**config.mk**
```make
export PLATFORM = sky130hd
export DESIGN_NAME = vga_frame_reader
export DESIGN_NICKNAME = d
export VERILOG_FILES = /design/src/rtl/vga_frame_reader_pkg.sv /design/src/rtl/vga_timing.sv /design/src/rtl/vga_frame_reader.sv
export SDC_FILE = /design/constraint.sdc
export NUM_CORES = 1
export LEC_CHECK = 0
export ABC_AREA = 1
export BUFFER_PORTS_ARGS = -buffer_cell sky130_fd_sc_hd__buf_2
export CAP_MARGIN = 0
export CELL_PAD_IN_SITES_DETAIL_PLACEMENT = 0
export CELL_PAD_IN_SITES_GLOBAL_PLACEMENT = 1
export CORE_ASPECT_RATIO = 1.25
export CORE_MARGIN = 2
export CORE_UTILIZATION = 39
export DETAILED_ROUTE_END_ITERATION = 10
export PLACE_DENSITY_LB_ADDON = 0.05
export SLEW_MARGIN = 15
export SYNTH_ARGS = -nofsm -noshare
export SYNTH_HDL_FRONTEND = slang
export SYNTH_HIERARCHICAL = 1
export SYNTH_SLANG_ARGS = --single-unit
export TNS_END_PERCENT = 10
```
**constraint.sdc**
```tcl
create_clock -name pclk -period 1.8 [get_ports pclk]
set_clock_uncertainty 0.2 [all_clocks]
set_input_delay 0.09 -clock pclk [delete_from_list [all_inputs] [get_ports pclk]]
set_output_delay 0.09 -clock pclk [all_outputs]
set_load 0.02 [all_outputs]
```
**src/rtl/vga_frame_reader_pkg.sv**
```systemverilog
// -----------------------------------------------------------------------------
// vga_frame_reader_pkg
// Shared 640x480@60 Hz timing constants, the 160x120 source frame geometry,
// counter types and the per-pixel sync/visible flag bundle that is carried
// down the output pipeline.
// -----------------------------------------------------------------------------
package vga_frame_reader_pkg;

    // Horizontal timing, in pixel clocks.
    localparam int H_VISIBLE    = 640;
    localparam int H_FP         = 16;
    localparam int H_SYNC       = 96;
    localparam int H_BP         = 48;
    localparam int H_TOTAL      = H_VISIBLE + H_FP + H_SYNC + H_BP;   // 800
    localparam int H_SYNC_START = H_VISIBLE + H_FP;                   // 656
    localparam int H_SYNC_END   = H_SYNC_START + H_SYNC;              // 752, exclusive

    // Vertical timing, in lines.
    localparam int V_VISIBLE    = 480;
    localparam int V_FP         = 10;
    localparam int V_SYNC       = 2;
    localparam int V_BP         = 33;
    localparam int V_TOTAL      = V_VISIBLE + V_FP + V_SYNC + V_BP;   // 525
    localparam int V_SYNC_START = V_VISIBLE + V_FP;                   // 490
    localparam int V_SYNC_END   = V_SYNC_START + V_SYNC;              // 492, exclusive

    // Source frame buffer: each stored pixel covers a 4x4 block on screen.
    localparam int SRC_W       = 160;
    localparam int SRC_H       = 120;
    localparam int NPIXELS     = SRC_W * SRC_H;                       // 19200
    localparam int SCALE_SHIFT = 2;

    localparam int CNT_W = 10;
    typedef logic [CNT_W-1:0] cnt_t;

    // Sync levels are carried already in their active-low output polarity.
    typedef struct packed {
        logic hsync_n;
        logic vsync_n;
        logic visible;
    } vga_flags_t;

    localparam vga_flags_t FLAGS_IDLE = '{hsync_n: 1'b1, vsync_n: 1'b1, visible: 1'b0};

    // True when lo <= val < hi_excl.
    function automatic logic in_range(input cnt_t val, input int lo, input int hi_excl);
        return (val >= cnt_t'(lo)) && (val < cnt_t'(hi_excl));
    endfunction

endpackage

```
**src/rtl/vga_timing.sv**
```systemverilog
// -----------------------------------------------------------------------------
// vga_timing
// Free-running 800x525 raster counters and the raw (undelayed) sync and
// visible flags for the current counter position.
//
// Ports
//   pclk       in   pixel clock, rising edge
//   rst        in   asynchronous active-low reset
//   h_cnt      out  horizontal position 0..799
//   v_cnt      out  vertical position 0..524
//   line_end   out  h_cnt is 799 (next edge wraps h and steps v)
//   frame_end  out  last pixel of the frame (h=799, v=524)
//   flags      out  raw hsync_n / vsync_n / visible for (h_cnt, v_cnt)
// -----------------------------------------------------------------------------
module vga_timing
    import vga_frame_reader_pkg::*;
(
    input  logic       pclk,
    input  logic       rst,
    output cnt_t       h_cnt,
    output cnt_t       v_cnt,
    output logic       line_end,
    output logic       frame_end,
    output vga_flags_t flags
);

    cnt_t h_q, h_d;
    cnt_t v_q, v_d;

    // NOTE: every signal written in this block is given a value before any
    // branch, so no path can leave it unassigned and infer a latch.
    always_comb begin
        line_end  = (h_q == cnt_t'(H_TOTAL - 1));
        frame_end = line_end && (v_q == cnt_t'(V_TOTAL - 1));

        h_d = h_q + cnt_t'(1);
        v_d = v_q;
        if (line_end) begin
            h_d = '0;
            v_d = frame_end ? '0 : v_q + cnt_t'(1);
        end

        flags.hsync_n = !in_range(h_q, H_SYNC_START, H_SYNC_END);
        flags.vsync_n = !in_range(v_q, V_SYNC_START, V_SYNC_END);
        flags.visible = (h_q < cnt_t'(H_VISIBLE)) && (v_q < cnt_t'(V_VISIBLE));
    end

    // NOTE: state is updated with non-blocking assignments so every flop
    // samples the values from before the edge, independent of statement order.
    always_ff @(posedge pclk or negedge rst) begin
        if (!rst) begin
            h_q <= '0;
            v_q <= '0;
        end else begin
            h_q <= h_d;
            v_q <= v_d;
        end
    end

    assign h_cnt = h_q;
    assign v_cnt = v_q;

endmodule

```
**src/rtl/vga_frame_reader.sv**
```systemverilog
// -----------------------------------------------------------------------------
// vga_frame_reader
// Scans a 160x120 RGB111 frame buffer and displays it 4x upscaled on a
// 640x480@60 Hz VGA raster. The read address is built from a per-row base
// that steps by one source row every fourth visible line, so no multiplier
// is needed. Sync and visible flags travel through two register stages so
// they leave the block aligned with the pixel returned by the synchronous
// frame-buffer read.
//
// Ports
//   pclk         in   25 MHz pixel clock, rising edge
//   rst          in   asynchronous active-low reset
//   mem_px_addr  out  registered frame-buffer read address, 0..19199
//   mem_px_data  in   frame-buffer data, valid one pclk after mem_px_addr
//   vga_hsync    out  horizontal sync, active-low
//   vga_vsync    out  vertical sync, active-low
//   vga_r/g/b    out  RGB444 colour, forced to 0 outside the visible area
//   frame_start  out  one-pclk pulse after the counters pass h=0, v=0
// -----------------------------------------------------------------------------
module vga_frame_reader
    import vga_frame_reader_pkg::*;
#(
    parameter int AW = 15,
    parameter int DW = 3
) (
    input  logic          pclk,
    input  logic          rst,
    output logic [AW-1:0] mem_px_addr,
    input  logic [DW-1:0] mem_px_data,
    output logic          vga_hsync,
    output logic          vga_vsync,
    output logic [3:0]    vga_r,
    output logic [3:0]    vga_g,
    output logic [3:0]    vga_b,
    output logic          frame_start
);

    cnt_t       h_cnt;
    cnt_t       v_cnt;
    logic       line_end;
    logic       frame_end;
    vga_flags_t flags_raw;

    vga_timing u_timing (
        .pclk      (pclk),
        .rst       (rst),
        .h_cnt     (h_cnt),
        .v_cnt     (v_cnt),
        .line_end  (line_end),
        .frame_end (frame_end),
        .flags     (flags_raw)
    );

    logic [AW-1:0] row_base_q, row_base_d;
    logic [AW-1:0] addr_q, addr_d;
    vga_flags_t    flags_s1_q, flags_s1_d;
    vga_flags_t    flags_s2_q, flags_s2_d;
    logic          frame_start_q, frame_start_d;

    always_comb begin
        // row_base always equals (v>>2)*160 for the current visible line.
        // v_cnt[1:0]==3 with v<479 means the line about to start is a
        // multiple of 4 inside the visible area, i.e. a new source row.
        row_base_d = row_base_q;
        if (frame_end) begin
            row_base_d = '0;
        end else if (line_end && (v_cnt[1:0] == 2'b11) && (v_cnt < cnt_t'(V_VISIBLE - 1))) begin
            row_base_d = row_base_q + AW'(SRC_W);
        end

        // Outside the visible area the address parks on its last value, so
        // the frame buffer is never asked for anything beyond pixel 19199.
        addr_d = addr_q;
        if (flags_raw.visible) begin
            addr_d = row_base_q + AW'(h_cnt >> SCALE_SHIFT);
        end

        // Stage 1 lines up with the address register, stage 2 with the
        // frame buffer's read register.
        flags_s1_d = flags_raw;
        flags_s2_d = flags_s1_q;

        frame_start_d = (h_cnt == '0) && (v_cnt == '0);
    end

    always_ff @(posedge pclk or negedge rst) begin
        if (!rst) begin
            row_base_q    <= '0;
            addr_q        <= '0;
            flags_s1_q    <= FLAGS_IDLE;
            flags_s2_q    <= FLAGS_IDLE;
            frame_start_q <= 1'b0;
        end else begin
            row_base_q    <= row_base_d;
            addr_q        <= addr_d;
            flags_s1_q    <= flags_s1_d;
            flags_s2_q    <= flags_s2_d;
            frame_start_q <= frame_start_d;
        end
    end

    assign mem_px_addr = addr_q;
    assign vga_hsync   = flags_s2_q.hsync_n;
    assign vga_vsync   = flags_s2_q.vsync_n;
    assign frame_start = frame_start_q;

    // mem_px_data comes straight from the frame buffer's read register, so
    // the colour is the registered pixel gated by the registered visible
    // flag; both change on the same edge, two pclk after the counters.
    always_comb begin
        vga_r = 4'h0;
        vga_g = 4'h0;
        vga_b = 4'h0;
        if (flags_s2_q.visible) begin
            vga_r = {4{mem_px_data[2]}};
            vga_g = {4{mem_px_data[1]}};
            vga_b = {4{mem_px_data[0]}};
        end
    end

endmodule

```
==> summary by stage, run 1 <==
Placed design
The count of input and output buffers is 34. Timing analysis after detailed placement gives a worst setup slack of 0.3397 ps. The total placed cells including tap cells is 518. The final estimated routing congestion in global placement is 0.8062. The estimated wirelength of the detail-placed design is 5017 um.

STA
The number of hold violations in the final report is 0. The number of pins exceeding their max-slew limit in the final report is 0. Setup repair after global routing could not meet its margin everywhere. The share of the clock period used by the worst path after layout is 0.9750. The clock period could shrink to 1755 ps. For the pin with the worst max-slew slack, the measured transition is 421.4 ps.

The maximum clock frequency is 569.8 MHz. The final count of negative-setup-slack endpoints is 0. Setup total negative slack on the finished layout was measured at 0 ps. The headroom to the max-slew limit is 0.7191. The worst setup slack after layout is 45.02 ps.

Critical path
The maximum fanout along the worst path is 5. The kind of critical path is reg -> reg. The total buffers and inverters traversed by the critical path is 2. By instance count, the cell type seen most on the critical path is nor2_4. The data required time of the worst path is 1820 ps. Setup slack on the worst reg-to-reg path comes out at 50 ps. Traced cell by cell, the critical path runs through ha_2 -> nand2_2 -> nor2_4 -> inv_2 -> nor2_8 -> nand2_4 -> nor2_4 -> nand3_4 -> buf_6 -> nand3_2 -> nand2_1. The largest single stage delay on the critical path is 370 ps.

STA puts the critical path data arrival time at 1770 ps. STA classifies the critical path startpoint as a register. The highest-delay cell along the critical path is dfrtp_1.

The element type at the critical path end is a register. Grouping stages by cell kind, the critical path spends the most delay in simple AND/OR/NAND/NOR gates.

Logic synthesis
The mean instance size in the synthesized netlist is 7.967 sq um. The async set-or-reset flop fraction in the synthesized netlist is 1.000. The number of enable flip-flop cells after synthesis is 0. The number of nets produced by synthesis is 387. The number of warnings reported in the yosys synthesis log is 6. After synthesis, the netlist uses 32 different library cells.

The synthesized instance count is 373. After synthesis the netlist holds a flip-flop and latch count of 52. The share of the Yosys chip area taken by registers is 0.4396.

The synthesized netlist occupies a cell area of 2972 sq um. The dominant synthesized flop cell is dfrtp_1.

Power and ir drop
The analysis attributes to cell leakage a power of 0.001990 uW. The power density of the placed cells is 530.4 nW/um^2. Cell internal power was estimated by the tool at 1474 uW.

The total power of the final layout is 1957 uW. The switching power is 483.2 uW. The combinational cell fraction of total power is 0.035.

The fraction of power consumed by the clock network is 0.368. The sequential cell fraction of total power is 0.597. Across the VDD grid, the largest voltage drop is 346.2 uV.

The switching power as a share of total power is 0.2469.

Global routing
The met2 track demand over resource in global routing is 0.3171. The number of global-route vias before repair is 2494. The global routing stage identified its most utilized layer as met2. The first-pass GRT wire length is 11250 um.

The met1 global-route usage is 0.2060. The initial antenna violation count is 0. The total overflow left after global routing is 0. For met3 alone, demand over resource in global routing was 0.02763.

For this run, the total global-route usage over all layers was measured as 0.1726. The largest net degree at the start of global routing is 37.

CTS
TritonCTS built the clock tree. CTS placed an instance of clkbuf_8 at the clock tree root. After clock tree synthesis, the clock-pin slew on the worst setup and hold paths is 110 ps. The worst-skew pair later-pin latency is 310 ps. The number of buffers added by the clock tree synthesis step is 5. Counting along the longest clock path gives a buffer depth of 2. Clock tree synthesis found a total of 52 sinks. The number of levels the H-tree was split into is 2.

Drt
The detailed-router iteration count before antenna repair is 4. The per-cell routed wire length is 12.45 um. For this block, the routed nets add up to 6623 um of wire. After detailed routing, the number of vias per cell comes to 4.765. The via count of the routed design is 2535. The count of nets left with antenna violations once routing finished came out at 0. In the routed design, unresolved DRC markers number 0.

The number of DRC violations after detailed-routing iteration 0 is 78.

Finish
The count of inserted antenna diode cells is 0. For this run, the number of standard cells in the final layout without fillers is 532. The share of post-route cells with drive strength above 1 is 0.3159. The layout overhead on the synthesized area is 24.17%. Fill cells in the final layout number 745.

Summing all multi-input logic gate instances after layout gives 1476 sq um. Registers take 1306 sq um. The final layout contains 453 nets.

Floorplan
The die covers 8338 sq um. The initial utilization of the core area, before any placement, comes to 0.4015. The count of boundary I/O pins is 35. The region available for standard cell placement spans 7401 sq um. The horizontal extent of the die is 82.08 um. The vertical die dimension is 101.6 um. The number of cell rows is 35.

Hold path
The worst min-delay path category is in -> async.

Run status
The run finished with clean final reports.

Flow run
Across the run, the number of max-cap violations was 0.
placed cells by master (no fill, tap or decap), types with 5 or more instances in the layout:
cell and instances:
buf_2 34, clkbuf_8 5, nor2_2 8, ha_1 8
nand2_2 10, buf_4 33, xnor2_1 5, nand3_1 27
dfrtp_1 48, nand3_2 13, inv_2 6, nand4_1 5
inv_1 34, xor2_1 11, nand2_1 103, nor4_1 5
o21ai_0 5, nor2_1 35
power groups by stage:
stage          Combinational (uW)  Sequential (uW)  Clock (uW)
3_3_place_gp                 70.3             1190           0
2_1_floorplan                38.0             1190           0
6_report                     69.0             1170         720
4_1_cts                      72.5             1170         756
5_1_grt                      79.7             1170         798
3_5_place_dp                 70.7             1190           0
through the flow:
step / cell area (sq um) / util / hold slack [ps]
2_1_floorplan: 3040 / - / -405.6
5_1_grt: 3690 / 0.4986 / 81.16
3_3_place_gp: 3476 / 0.4697 / -150.5
3_5_place_dp: 3476 / 0.4697 / -148.4
4_1_cts: 3591 / 0.4852 / 37.72
6_report: 3690 / 0.4986 / 43.62
worst reg2reg max path, stage by stage, from the launching register on:
cell	delay [ps]
dfrtp_1	370
ha_2	190
nand2_2	60
nor2_4	90
inv_2	60
nor2_8	140
nand2_4	60
nor2_4	100
nand3_4	120
buf_6	160
nand3_2	50
nand2_1	50
per-layer routing:
| layer | share of wire | routed length (um) |
|---|---|---|
| met1 | 0.44 | 2885 |
| met2 | 0.52 | 3476 |
| met3 | 0.028 | 188 |
| met4 | 0.011 | 72 |
| met5 | 0 | 0 |
path summary, 6_finish.rpt:
kind,from,end,cells after the start
max in group asynchronous,rst,flags_s1_q[1]$_DFF_PN1_,3
max reg2reg,u_timing/h_cnt[0]$_DFF_PN0_,row_base_q[11]$_DFFE_PN0P_,11
min reg2reg,flags_s1_q[1]$_DFF_PN1_,vga_vsync$_DFF_PN1_,0
min,rst,mem_px_addr[14]$_DFFE_PN0P_,2
max,u_timing/h_cnt[0]$_DFF_PN0_,row_base_q[11]$_DFFE_PN0P_,11
min in group pclk,flags_s1_q[1]$_DFF_PN1_,vga_vsync$_DFF_PN1_,0
registers in the layout, indices dropped and copies added (netlist names):
signal	count
flags_s1_q	3
frame_start	1
mem_px_addr	15
u_timing/h_cnt	10
vga_vsync	1
u_timing/v_cnt	10
row_base_q	10
vga_hsync	1
flags_s2_q	1
timing repair:
item,CTS,global route
hold buffers,1,0
endpoints found under the hold margin,48,0
setup endpoints to repair,2,25
buffers inserted,0,5
gates resized for setup,2,18
pin swaps,0,7
Yosys cell counts (3+ instances only):
master	count	area, sq um
nor4_1	5	31.28
xnor2_1	5	43.79
dfrtp_1	48	1201
dfstp_2	4	105.1
nand2_2	7	43.79
nand2_1	108	405.4
ha_1	9	112.6
nor2_4	3	33.78
nand3_2	3	30.03
xor2_1	11	96.34
o21ai_1	3	15.01
a21oi_1	4	20.02
inv_1	39	146.4
nand4_1	5	31.28
o21ai_0	6	30.03
buf_4	10	75.07
nor2_2	7	43.79
nand3_1	38	190.2
nor2_1	37	138.9
layout make-up:
class,count,share of cell area
repair buffers,75,0.1445
flip-flops and latches,52,0.3540
clock buffers,5,0.01865
clock inverters,3,0.007460
multi-input cells,263,0.4001
well taps,92,0.03120
inverters,42,0.04408
logic make-up after synthesis:
kind of cell,count (synthesis),synth area share
DFF,52,0.4396
and+or+nand+nor,220,0.3419
adders and majority gates,9,0.03790
xor gates and xnor gates,16,0.04716
buffers and inverters,58,0.09811
AOI/OAI and AO/OA,18,0.03537
No activity file was read; power rests on OpenSTA's default activity.
==> run 2, diff against run 1 <==
--- a/config.mk
+++ b/config.mk
@@ -6,14 +6,14 @@
 export NUM_CORES = 1
 export LEC_CHECK = 0
 export ABC_AREA = 1
-export BUFFER_PORTS_ARGS = -buffer_cell sky130_fd_sc_hd__buf_2
 export CAP_MARGIN = 0
-export CELL_PAD_IN_SITES_DETAIL_PLACEMENT = 0
-export CELL_PAD_IN_SITES_GLOBAL_PLACEMENT = 1
+export CELL_PAD_IN_SITES_DETAIL_PLACEMENT = 2
+export CELL_PAD_IN_SITES_GLOBAL_PLACEMENT = 2
 export CORE_ASPECT_RATIO = 1.25
-export CORE_MARGIN = 2
-export CORE_UTILIZATION = 39
+export CORE_MARGIN = 5
+export CORE_UTILIZATION = 34
 export DETAILED_ROUTE_END_ITERATION = 10
+export DONT_BUFFER_PORTS = 1
 export PLACE_DENSITY_LB_ADDON = 0.05
 export SLEW_MARGIN = 15
 export SYNTH_ARGS = -nofsm -noshare
==> run 2 against run 1 <==
- the flow now finishes with violations (negative setup slack)
- critical path depth increased by 1
- register-to-register slack got worse by 70 ps
- sequential share of layout area up 0.39 points
- sequential power is essentially flat
- die area rose by 29%
- largest power group unchanged
==> summary by stage, run 2 (same netlist as run 1, synthesis figures left out) <==
Global routing
The overall track demand over capacity in global routing is 0.1676 (-0.005044). The number of global-route vias before repair came to 2935 (+18%). The largest net degree at the start of global routing came to 53 (+43%).

The initial antenna violation count is 0 (unchanged). The first-pass GRT wire length is 14120 um (+26%). The remaining global-route overflow is 0 (unchanged).

STA
The maximum clock frequency is 547.8 MHz (-3.9%). The headroom to the max-slew limit is 0.7394 (+0.02032). Setup repair after global routing could not meet its margin everywhere. The time the worst path needs with I/O delays and setup came to 1826 ps (+70.56 ps). The share of the clock period used by the worst path after layout is 1.014 (+0.03920). The number of pins exceeding their max-slew limit in the final report came to 0 (unchanged). The number of hold violations in the final report is 0 (unchanged). The worst setup slack after layout is -25.55 ps (-70.56 ps). The final count of negative-setup-slack endpoints is 8 (+8). The slew at the pin with the worst max-slew slack is 387.3 ps (-34.05 ps).

Critical path
The maximum fanout along the worst path came to 8 (+3). The element type at the critical path end is a register. The critical path startpoint category is a register. The data arrival at the endpoint of the critical path came to 1840 ps (+70 ps). Traced cell by cell, the critical path runs through inv_2 -> ha_4 -> inv_2 -> nor2_1 -> nand3b_1 -> nor2_1 -> nand2_1 -> inv_2 -> buf_8 -> nor2_1 -> nand2_1 -> nand2_1. The highest-delay cell along the critical path is dfrtp_1.

The maximum single-stage delay on the critical path is 410 ps (+40 ps). The data required time of the worst path is 1820 ps (about the same). The length in cells of the worst reg-to-reg path is 12 (+1). The kind of critical path is reg -> reg.

Run status
The final reports fail on negative setup slack. The flow ran to the end, but the final reports show violations.

Drt
The detailed-router iteration count before antenna repair is 4 (unchanged). The average via count per standard cell is 4.810 (+0.95%). The number of design rule violations left after detail routing is 0 (unchanged). The per-cell routed wire length is 15.61 um (+25%). The number of nets with antenna violations after routing is 0 (unchanged). The sum of routed wire length over all layers is 8225 um (+24%). The number of DRC violations after detailed-routing iteration 0 is 40 (-49%).

The via count of the routed design is 2535 (unchanged).

CTS
The clock-pin slew on the worst setup and hold paths is 100 ps (about the same). The CTS sink count is 52 (unchanged). The number of levels the H-tree was split into is 2 (unchanged). The worst-skew pair later-pin latency is 310 ps (about the same). The number of buffers added by the clock tree synthesis step was 5 (unchanged).

The root buffer selected by CTS is clkbuf_8. The buffer depth of the longest clock path is 2 (unchanged). The TritonCTS clock tree is done.

Finish
The final-layout fill cell count was 1002 (+34%). The final design instance area without fill came to 3650 sq um (-1.1%). The share of post-route cells with drive strength above 1 is 0.2801 (-0.03581). Leaving out fill and tap cells, the most frequent cell in the layout is nand2_1.

The net count of the finished layout was 420 (-7.3%). The flip-flop count of the largest register after layout came to 15 (unchanged). The count of inserted antenna diode cells was 0 (unchanged).

In the layout the commonest cells are nand2_1, dfrtp_1, buf_4, inv_1, nor2_1. Relative to the synthesized area, the layout overhead comes to 22.82%.

Floorplan
The core footprint is 8606 sq um (+16%). The number of cell rows is 38 (+8.6%). The starting density of the core is 0.3453 (-0.05622). The total die area is 10720 sq um (+29%). The horizontal extent of the die is 93.62 um (+14%). The vertical die dimension came to 114.5 um (+13%). The count of boundary I/O pins is 35 (unchanged).

Power and ir drop
The worst vdd rail ir drop is 275.7 uV (-20%). The power density of the placed cells was 566.0 nW/um^2 (+6.7%). The cell leakage power is 0.001849 uW (-7.1%). The total power of the final layout is 2066 uW (+5.6%).

Placed design
The count of input and output buffers was 0 (-100%). The final estimated routing congestion in global placement was 0.7299 (-9.5%). The area of placed instances is 3363 sq um (-3.2%).

The estimated wirelength of the detail-placed design is 6427 um (+28%).

Hold path
The worst min-delay path category is in -> async.

Flow run
The count of max-cap constraint violations is 0 (unchanged).
## run 2: layout make-up
type                       instances  area (sq um)  area share
clock buffer                       6         72.57     0.01988
timing repair buffer              42         374.1      0.1025
sequential                        52          1306      0.3579
clock inverter                     2         38.79     0.01063
inverter                          42         165.2     0.04525
tap                              120         150.1     0.04114
multi-input combinational        263          1543      0.4227
## run 2: final timing paths
path / from / to / slack, ps
max: u_timing/v_cnt[0]$_DFFE_PN0P_ / row_base_q[12]$_DFFE_PN0P_ / -30
min: rst / flags_s1_q[0]$_DFF_PN0_ / 100
max reg2reg: u_timing/v_cnt[0]$_DFFE_PN0P_ / row_base_q[12]$_DFFE_PN0P_ / -30
min reg2reg: flags_s1_q[1]$_DFF_PN1_ / vga_vsync$_DFF_PN1_ / 150
max in group asynchronous: rst / flags_s1_q[1]$_DFF_PN1_ / 1010
min in group pclk: mem_px_data[2] / vga_r[0] / 130
## run 2: metrics by stage
| step | hold slack, ps | setup TNS [ps] | std cells | setup slack [ps] | util |
|---|---|---|---|---|---|
| 6_report | 99.11 | -122.4 | 527 | -25.55 | 0.4241 |
| 5_1_grt | 115.7 | -1504 | 527 | -174.4 | 0.4241 |
| 4_1_cts | 104.4 | -90.32 | 527 | -24.48 | 0.4141 |
| 3_5_place_dp | -404.0 | -666.8 | 515 | -68.56 | 0.3908 |
| 3_3_place_gp | -404.0 | -7.110 | 515 | -5.096 | 0.3908 |
| 2_1_floorplan | -405.6 | -778.9 | 373 | -79.58 | - |
## run 2: report_power, final
group          switching (uW)  internal, uW
registers                   0          1170
clock network             416           421
logic                    47.9          13.3
## run 2: per-layer routing
layer  track usage  wire length [um]  vias up
met3       0.02564               219        6
met1        0.1690              3084     1278
li1              -                 -     1229
met4       0.04335                95        0
met5             0                 0        -
met2        0.3469              4825       22
## run 2: critical path, delay by kind of cell, from the launching register on
family / cells / cell delay, ps
AND/OR/NAND/NOR: 7 / 580
flip-flops: 1 / 410
buffers and inverters: 4 / 400
adder cells (fa/ha/maj): 1 / 130
## run 2: what timing repair did
item,4_1_cts,5_1_grt
pin swaps,1,8
hold buffers,2,0
endpoints found under the setup margin,17,21
setup buffers,2,0
gates resized for setup,10,23
endpoints found under the hold margin,52,0
